**src/rtl/fifo_ctrl_pkg.sv**
```systemverilog
`default_nettype none
// ============================================================================
// Module      : fifo_ctrl_pkg
// Description : Shared definitions for the FIFO controller: default sizes,
//               depth derivation and error-FSM state encodings.
// Revision    : 1.0 - initial release
// ============================================================================
package fifo_ctrl_pkg;

  // Default geometry of the FIFO
  localparam int DEF_MAIN_SIZE = 8;
  localparam int DEF_DATA_SIZE = 10;

  // Error-tracking FSM: once an illegal access is seen it stays in ST_ERR
  typedef enum logic [0:0] {
    ST_OK  = 1'b0,
    ST_ERR = 1'b1
  } err_state_t;

  // Number of words addressable with a pointer of the given width
  function automatic int fifo_depth(input int main_size);
    return 1 << main_size;
  endfunction

endpackage : fifo_ctrl_pkg
`default_nettype wire

```
**src/rtl/fifo_ctrl_memory.sv**
```systemverilog
`default_nettype none
// ============================================================================
// Module      : memory
// Description : Simple dual-port RAM. Synchronous write; registered read
//               data is available one cycle after the read strobe.
// Revision    : 1.0 - initial release
// ============================================================================
module memory
  import fifo_ctrl_pkg::*;
#(
  parameter int MAIN_SIZE = DEF_MAIN_SIZE,
  parameter int DATA_SIZE = DEF_DATA_SIZE
) (
  input  logic                 clk,
  input  logic                 write,
  input  logic                 read,
  input  logic [MAIN_SIZE-1:0] wr_ptr,
  input  logic [MAIN_SIZE-1:0] rd_ptr,
  input  logic [DATA_SIZE-1:0] data_in,
  output logic [DATA_SIZE-1:0] data_out
);

  localparam int DEPTH = fifo_depth(MAIN_SIZE);

  logic [DATA_SIZE-1:0] r_mem [DEPTH];
  logic [DATA_SIZE-1:0] r_rd_data;

  // Storage array: contents are deliberately not reset
  always_ff @(posedge clk) begin
    if (write) begin
      r_mem[wr_ptr] <= data_in;
    end
  end

  // Registered read port; holds its value when no read is requested
  always_ff @(posedge clk) begin
    if (read) begin
      r_rd_data <= r_mem[rd_ptr];
    end
  end

  assign data_out = r_rd_data;

endmodule : memory
`default_nettype wire

```
**src/rtl/fifo_ctrl.sv**
```systemverilog
`default_nettype none
// ============================================================================
// Module      : fifo_ctrl
// Description : Synchronous FIFO controller. Owns the read/write pointers and
//               strobes of the dual-port memory, tracks occupancy and flags,
//               and latches a sticky error on overflow/underflow attempts.
// Revision    : 1.0 - initial release
// ============================================================================
module fifo_ctrl
  import fifo_ctrl_pkg::*;
#(
  parameter int MAIN_SIZE = DEF_MAIN_SIZE,
  parameter int DATA_SIZE = DEF_DATA_SIZE,
  parameter int AF_LVL    = (2 ** MAIN_SIZE) - 1,
  parameter int AE_LVL    = 1
) (
  input  logic                 clk,
  input  logic                 reset,
  input  logic                 push,
  input  logic                 pop,
  input  logic [DATA_SIZE-1:0] data_in,
  output logic [DATA_SIZE-1:0] data_out,
  output logic                 valid_out,
  output logic                 full,
  output logic                 empty,
  output logic                 almost_full,
  output logic                 almost_empty,
  output logic [MAIN_SIZE:0]   fifo_count,
  output logic                 error
);

  localparam int DEPTH = fifo_depth(MAIN_SIZE);
  localparam int CNT_W = MAIN_SIZE + 1;

  localparam logic [CNT_W-1:0]     c_depth   = CNT_W'(DEPTH);
  localparam logic [CNT_W-1:0]     c_af_lvl  = CNT_W'(AF_LVL);
  localparam logic [CNT_W-1:0]     c_ae_lvl  = CNT_W'(AE_LVL);
  localparam logic [CNT_W-1:0]     c_cnt_one = CNT_W'(1);
  localparam logic [CNT_W-1:0]     c_cnt_zero = '0;
  localparam logic [MAIN_SIZE-1:0] c_ptr_one = MAIN_SIZE'(1);

  // Registered state
  logic [MAIN_SIZE-1:0] r_wr_ptr;
  logic [MAIN_SIZE-1:0] r_rd_ptr;
  logic [CNT_W-1:0]     r_count;
  logic                 r_full;
  logic                 r_empty;
  logic                 r_almost_full;
  logic                 r_almost_empty;
  logic                 r_rd_pend;
  logic                 r_valid;
  logic [DATA_SIZE-1:0] r_data_out;
  err_state_t           r_state;
  logic                 r_error;

  // Combinational helpers
  logic                 w_push_ok;
  logic                 w_pop_ok;
  logic                 w_bad_access;
  logic [CNT_W-1:0]     w_count_nxt;
  logic [DATA_SIZE-1:0] w_mem_rdata;

  // Accept requests only against the flags registered this cycle; a push into
  // a full FIFO is dropped even if a pop frees a slot in the same cycle.
  assign w_push_ok    = push & ~r_full;
  assign w_pop_ok     = pop  & ~r_empty;
  assign w_bad_access = (push & r_full) | (pop & r_empty);

  // Next occupancy: simultaneous accepted push and pop cancel out
  always_comb begin
    w_count_nxt = r_count;
    if (w_push_ok && !w_pop_ok) begin
      w_count_nxt = r_count + c_cnt_one;
    end else if (w_pop_ok && !w_push_ok) begin
      w_count_nxt = r_count - c_cnt_one;
    end
  end

  memory #(
    .MAIN_SIZE (MAIN_SIZE),
    .DATA_SIZE (DATA_SIZE)
  ) u_memory (
    .clk      (clk),
    .write    (w_push_ok),
    .read     (w_pop_ok),
    .wr_ptr   (r_wr_ptr),
    .rd_ptr   (r_rd_ptr),
    .data_in  (data_in),
    .data_out (w_mem_rdata)
  );

  // Pointers wrap naturally at DEPTH thanks to their MAIN_SIZE-bit width
  always_ff @(posedge clk or negedge reset) begin
    if (!reset) begin
      r_wr_ptr <= '0;
      r_rd_ptr <= '0;
    end else begin
      if (w_push_ok) r_wr_ptr <= r_wr_ptr + c_ptr_one;
      if (w_pop_ok)  r_rd_ptr <= r_rd_ptr + c_ptr_one;
    end
  end

  // Occupancy and status flags, all derived from the next count
  always_ff @(posedge clk or negedge reset) begin
    if (!reset) begin
      r_count        <= '0;
      r_full         <= 1'b0;
      r_empty        <= 1'b1;
      r_almost_full  <= 1'b0;
      r_almost_empty <= 1'b1;
    end else begin
      r_count        <= w_count_nxt;
      r_full         <= (w_count_nxt == c_depth);
      r_empty        <= (w_count_nxt == c_cnt_zero);
      r_almost_full  <= (w_count_nxt >= c_af_lvl);
      r_almost_empty <= (w_count_nxt <= c_ae_lvl);
    end
  end

  // Pop return path: the RAM delivers data one edge after the read strobe,
  // and it is captured into data_out on the following edge with a one-cycle
  // valid pulse; data_out holds its value between pops.
  always_ff @(posedge clk or negedge reset) begin
    if (!reset) begin
      r_rd_pend  <= 1'b0;
      r_valid    <= 1'b0;
      r_data_out <= '0;
    end else begin
      r_rd_pend <= w_pop_ok;
      r_valid   <= r_rd_pend;
      if (r_rd_pend) begin
        r_data_out <= w_mem_rdata;
      end
    end
  end

  // Sticky error FSM: any illegal access latches ST_ERR until reset
  always_ff @(posedge clk or negedge reset) begin
    if (!reset) begin
      r_state <= ST_OK;
      r_error <= 1'b0;
    end else begin
      case (r_state)
        ST_OK: begin
          if (w_bad_access) begin
            r_state <= ST_ERR;
            r_error <= 1'b1;
          end
        end
        ST_ERR: begin
          r_state <= ST_ERR;
          r_error <= 1'b1;
        end
        default: begin
          r_state <= ST_ERR;
          r_error <= 1'b1;
        end
      endcase
    end
  end

  assign data_out     = r_data_out;
  assign valid_out    = r_valid;
  assign full         = r_full;
  assign empty        = r_empty;
  assign almost_full  = r_almost_full;
  assign almost_empty = r_almost_empty;
  assign fifo_count   = r_count;
  assign error        = r_error;

endmodule : fifo_ctrl
`default_nettype wire

```
**config.mk**
```make
export PLATFORM = sky130hd
export DESIGN_NAME = fifo_ctrl
export DESIGN_NICKNAME = d
export VERILOG_FILES = /design/src/rtl/fifo_ctrl_pkg.sv /design/src/rtl/fifo_ctrl_memory.sv /design/src/rtl/fifo_ctrl.sv
export SDC_FILE = /design/constraint.sdc
export NUM_CORES = 2
export LEC_CHECK = 0
export BUFFER_PORTS_ARGS = -buffer_cell sky130_fd_sc_hd__buf_2
export CAP_MARGIN = 20
export CORE_ASPECT_RATIO = 0.7
export CORE_MARGIN = 2
export CORE_UTILIZATION = 53
export DETAILED_ROUTE_END_ITERATION = 8
export PLACE_DENSITY = 0.68
export SLEW_MARGIN = 30
export SYNTH_ARGS = -nofsm -noshare
export SYNTH_HDL_FRONTEND = slang
export SYNTH_SLANG_ARGS = --single-unit
```
**constraint.sdc**
```tcl
create_clock -name clk -period 3.4 [get_ports clk]
set_input_delay 0.34 -clock clk [delete_from_list [all_inputs] [get_ports clk]]
set_output_delay 0.34 -clock clk [all_outputs]
set_load 0.02 [all_outputs]
```
Word-level counts from Yosys, hierarchy flattened
Memory sizes are Yosys's and may differ from the RTL's. A register that Yosys moved wholly into a read port is not among the register bits.
Cells that the tools add are included.
{"block": "word_totals", "ff_bits": 43, "ram_bits": 2560, "input_bits": 14, "output_inout_bits": 25, "wordCells": 42, "n_memories": 1}
{"block": "op_classes", "addsub": 4, "magnitude_cmp": 2, "n_eq_ne": 2, "mux": 8, "bitwise_logic": 8, "n_reduce_logical": 5}
{"memory": "u_memory.r_mem", "words": 256, "word_bits": 10, "read_ports": 1, "rd_ports_with_merged_regs": 1, "wr": 1, "line": "fifo_ctrl_memory.sv:25", "source": "logic [DATA_SIZE-1:0] r_mem [DEPTH];"}
{"op": "$mux W9", "n": 2}
{"op": "$add A8 B1 Y8 const B", "n": 2}
{"op": "$add A9 B1 Y9 const B", "n": 1}
{"op": "$eq A9 B9 Y1 const B", "n": 1}
{"op": "$ge A9 B8 Y1 const B", "n": 1}
{"op": "$le A9 B1 Y1 const B", "n": 1}
{"op": "$logic_not A9 Y1", "n": 1}
{"op": "$sub A9 B1 Y9 const B", "n": 1}
{"op": "$and A1 B1 Y1", "n": 4}
{"op": "$mux W1", "n": 4}
{"op": "$pmux W1 S2", "n": 2}
{"op": "$not A1 Y1", "n": 3}
{"op": "$logic_and A1 B1 Y1", "n": 2}
{"op": "$logic_not A1 Y1", "n": 2}
{"op": "$ne A2 B2 Y1 const B", "n": 1}
{"op": "$or A1 B1 Y1", "n": 1}

Logic depth before layout (Yosys ltp)
{"block": "depth", "depth_word": 7, "ltp_mapped": 12, "ltp_nobuf": 8}

By module
A second synthesis with hierarchy kept.
{"block": "unflattened", "hier_cells": 4799, "area_unflattened_um2": 101303.4}
{"module": "memory", "instances": 1, "cells_per_inst": 4642, "area_each_um2": 99354.0, "seq_area_each_um2": 77174.0}
{"module": "fifo_ctrl", "instances": 1, "cells_per_inst": 157, "area_each_um2": 1949.4, "seq_area_each_um2": 1078.5}

Worst setup path after synthesis
Ideal clock, no wire load.
{"block": "synth_timing", "kind": "reg2reg", "from": "register r_empty, in the netlist empty", "to": "register r_empty, in the netlist empty", "setup_ps": 97, "arrival_ps": 2585, "required_time_ps": 3303, "path_slack_ps": 718, "path_stages_with_launch": 9, "path_buffers": 1, "period_less_slack_ps": 2682, "cell_sequence": "dfstp_2 -> nand2b_1 -> inv_1 -> buf_2 -> nor4b_1 -> a31oi_1 -> xnor2_1 -> or4b_1 -> nor4_1"}
{"block": "synth_between", "elab_chain_len": 6}
{"element": "start, declared", "line": "fifo_ctrl.sv:47", "source": "logic r_empty;"}
{"element": "start signal, assigned", "line": "fifo_ctrl.sv:114", "source": "r_empty <= (w_count_nxt == c_cnt_zero);"}
{"element": "$not A1 Y1 (*)", "line": "fifo_ctrl.sv:66", "source": "assign w_pop_ok = pop & ~r_empty;"}
{"element": "$and A1 B1 Y1 (*)", "line": "fifo_ctrl.sv:66"}
{"element": "net u_memory.read", "line": "fifo_ctrl_memory.sv:16", "source": "input logic read,"}
{"element": "$logic_and A1 B1 Y1 or $logic_not A1 Y1 (tied branches)", "line": "fifo_ctrl.sv:74, fifo_ctrl.sv:72"}
{"element": "$mux W9 or $logic_and A1 B1 Y1 (tied branches)", "line": "fifo_ctrl.sv:74, fifo_ctrl.sv:72"}
{"element": "$mux W9 (*)", "line": "fifo_ctrl.sv:72", "source": "if (w_push_ok && !w_pop_ok) begin"}
{"element": "net w_count_nxt[6]", "line": "fifo_ctrl.sv:60", "source": "logic [CNT_W-1:0] w_count_nxt;"}
{"element": "$logic_not A9 Y1 (*)", "line": "fifo_ctrl.sv:114"}
The timed path passes the listed nets; every way through them passes the cells marked *.
A chain may end at the register's enable or synchronous reset.

==> impl_metrics.json <==
{
  "status": "complete, no violations",
  "layoutNonFillerInstCount": 8172,
  "crit_arrival_ns": 4.00,
  "vias": 54878,
  "gp_congestion": 0.929,
  "port_buffers": 38,
  "critPathKind": "reg2reg",
  "async_flop_share_pct": 1.65,
  "holdPathEnd": "u_memory.r_mem[2][8]",
  "sw_frac_of_total_pct": 32.8,
  "reg2regPathDepth": 10,
  "synth_fp_nets": 4786,
  "worstPathRequired_ns": 4.00,
  "p_clk_share_pct": 27.8,
  "min_path_type": "in2reg",
  "multi_input_area_mm2": 0.0216,
  "vdd_drop_max_uv": 636,
  "synth_cell_types": 81,
  "routedWlPerCell_um": 35.6,
  "die_area_mm2": 0.195,
  "drt_pass1_iterations": 6,
  "clk_pin_slew_ns": 0.07,
  "p_sw_uw": 31300,
  "die_w_um": 527,
  "mostFrequentLayoutCell": "edfxtp_1",
  "r2r_slack_ns": 0.005,
  "crit_path_frequent_cell": "buf_4",
  "via_per_inst": 6.72,
  "cts_buffers": 233,
  "worstHoldStart": "data_in[8]",
  "cts.sink_count": 2613,
  "n_fill_cell": 12963,
  "clk_latency_ns": 0.89,
  "power.total_uw": 95400,
  "crit_fanout": 12,
  "htree_levels": 4,
  "tns_ns": 0,
  "synth_edf_count": 2570,
  "stdcell_area_mm2": 0.117,
  "finalSetupViolCount": 0,
  "grt_overflow": 0,
  "cpPeakStageDelay_ns": 0.55,
  "ys_ff_latch": 2613,
  "initial_utilization_pct": 53.3,
  "num_io_pins": 39,
  "startpoint_type": "flip-flop",
  "synth_area_mm2": 0.101,
  "antenna_found_initial": 14,
  "timing.rr.end": "u_memory.data_out[6]",
  "grt_use_total_pct": 29.7,
  "crit_path_top_delay_cell": "dfrtp_4",
  "skew_ns": 0.0553,
  "clock_path_buffers": 4,
  "max_freq_mhz": 295,
  "dp.cells": 7723,
  "final-max-slew-violation-count": 0,
  "finalCritPeriodShare_pct": 99.9,
  "crit_path_end_kind": "flip-flop",
  "max_cap_violations": 0,
  "routed_wl_um": 291000,
  "grt_max_degree": 125,
  "tritoncts": "done",
  "whs_ns": 0.00307,
  "synth-seq-area-share_pct": 77.2,
  "yosys_most_used_dff": "edfxtp_1",
  "grt_pass1_wl_um": 406000,
  "die_y_um": 370,
  "cts-root-buf": "clkbuf_16",
  "rows": 134,
  "cp_cell_sequence": "buf_12 > buf_16 > buf_4 > buf_4 > mux4_2 > a32oi_1 > o211ai_1 > o22ai_1 > buf_4 > a221oi_1",
  "period_needed_ns": 3.40,
  "seq_area_mm2": 0.0783,
  "min_path_cells": 1,
  "worst_pin_slew_ns": 1.08,
  "yosys_warnings": 0,
  "drcViolationCount": 0,
  "r2r-start": "r_rd_ptr[0]",
  "pwr-share-comb_pct": 33.6,
  "drt_iter0_drc": 9655,
  "p_seq_share_pct": 38.6,
  "layout-drive-gt1-share_pct": 30.5,
  "ant_nets": 0,
  "grt_pass1_vias": 52503,
  "dpl_cell_area_mm2": 0.109,
  "fin_nets": 5482,
  "most-common-layout-cells": "edfxtp_1 (2,570), buf_4 (613), mux4_2 (563), nor2_1 (273), clkbuf_16 (240)",
  "leakage_uw": 0.0381,
  "internal_power_uw": 64000,
  "syn_inst": 4765,
  "power.density_mw_per_mm2": 812,
  "syn_avg_cell_area_um2": 21.3,
  "hold_viol": 0,
  "dp_hpwl_um": 187000,
  "area_growth_pct": 15.9,
  "slew_headroom_pct": 27.1,
  "fp.coreArea_mm2": 0.190
}
## worst max path at each step
stage                      from                   end  slack [ns]  cells past startpoint
finish              r_rd_ptr[0]  u_memory.data_out[6]       0.005                     10
floorplan                 empty                 empty        0.72                      8
detailed placement  r_rd_ptr[0]  u_memory.data_out[6]       -0.19                      9
CTS                 r_rd_ptr[0]  u_memory.data_out[9]       0.003                     10
global route        r_rd_ptr[0]  u_memory.data_out[8]       -0.03                     10
global placement    r_rd_ptr[0]  u_memory.data_out[8]       -1.08                      9
## worst max-delay path, delay by kind of cell, from the launching register on
family | cells | cell delay, ns
flip-flops | 1 | 0.55
AO/OA/AOI/OAI | 4 | 1.08
multiplexers | 1 | 0.49
buffers and inverters | 5 | 0.95
## through the flow
stage / utilization [%] / setup WS, ns
4_1_cts: 61.5 / 0.00344
5_1_grt: 61.7 / -0.0257
2_1_floorplan: - / 0.718
3_5_place_dp: 57.5 / -0.188
3_3_place_gp: 57.5 / -1.08
6_report: 61.7 / 0.00480
## cell type report
cell class | count | share of cell area [%]
Multi-Input combinational cell | 1850 | 18.4
Antenna cell | 5 | 0.0107
Tap cell | 2516 | 2.68
Clock buffer | 283 | 5.20
Inverter | 15 | 0.0511
Timing Repair Buffer | 748 | 5.77
Clock inverter | 142 | 1.21
Sequential cell | 2613 | 66.7
## sequential cells by signal, indices dropped and copies added, names as in the netlist
signal	flops
almost_empty	1
almost_full	1
data_out	10
empty	1
error	1
fifo_count	9
full	1
r_rd_pend	1
r_rd_ptr	8
r_state	1
r_wr_ptr	8
u_memory.data_out	10
u_memory.r_mem	2560
valid_out	1
## cells in the mapped netlist (21+ instances only)
cell      number  share of area (%)
a211oi_1      21               0.16
a21oi_1       82               0.40
a221oi_1      55               0.48
a22oi_1       77               0.57
buf_2         84               0.41
buf_4         28               0.21
buf_6         23               0.26
clkbuf_1     120               0.44
dfrtp_1       41                1.0
edfxtp_1    2570                 76
mux2_2        30               0.33
mux2i_1      216                2.1
mux4_2       563                 13
nand2_1      111               0.41
nand3_1       45               0.22
nor2_1       278                1.0
o21ai_0       50               0.25
o221ai_1      30               0.26
## metal layers
layer / routed length (µm) / GRT usage (%) / part of all wire, %
met5: 52 / 0 / 0.018
met4: 10600 / 9.40 / 3.6
met3: 44000 / 9.47 / 15
met2: 124000 / 41.4 / 42
met1: 113000 / 44.9 / 39
## cell families after synthesis
group / Yosys count / share of synthesized area, %
and+or+nand+nor: 541 / 2.36
muxes: 813 / 15.1
buffers and inverters: 302 / 1.71
xor gates and xnor gates: 21 / 0.181
adders and majority gates: 9 / 0.106
AOI/OAI and AO/OA: 466 / 3.35
DFF: 2613 / 77.2
## what timing repair did
item | in CTS | in global routing
hold buffers | 6 | 1
cloned | 0 | 3
endpoints found under the setup margin | 9 | 10
hold endpoints to repair | 68 | 39
gates resized for setup | 15 | 29
buffers inserted | 1 | 8
pin swaps | 1 | 1
## power by group through the flow
stage | clock network, µW | logic, µW | registers (µW)
after floorplan | 0 | 16600 | 37100
after global placement | 0 | 30600 | 37400
after detailed placement | 0 | 30700 | 37400
after CTS | 26700 | 31100 | 36700
after global routing | 28000 | 32900 | 36800
final | 26500 | 32100 | 36800
(Power assumes the default switching activity.)
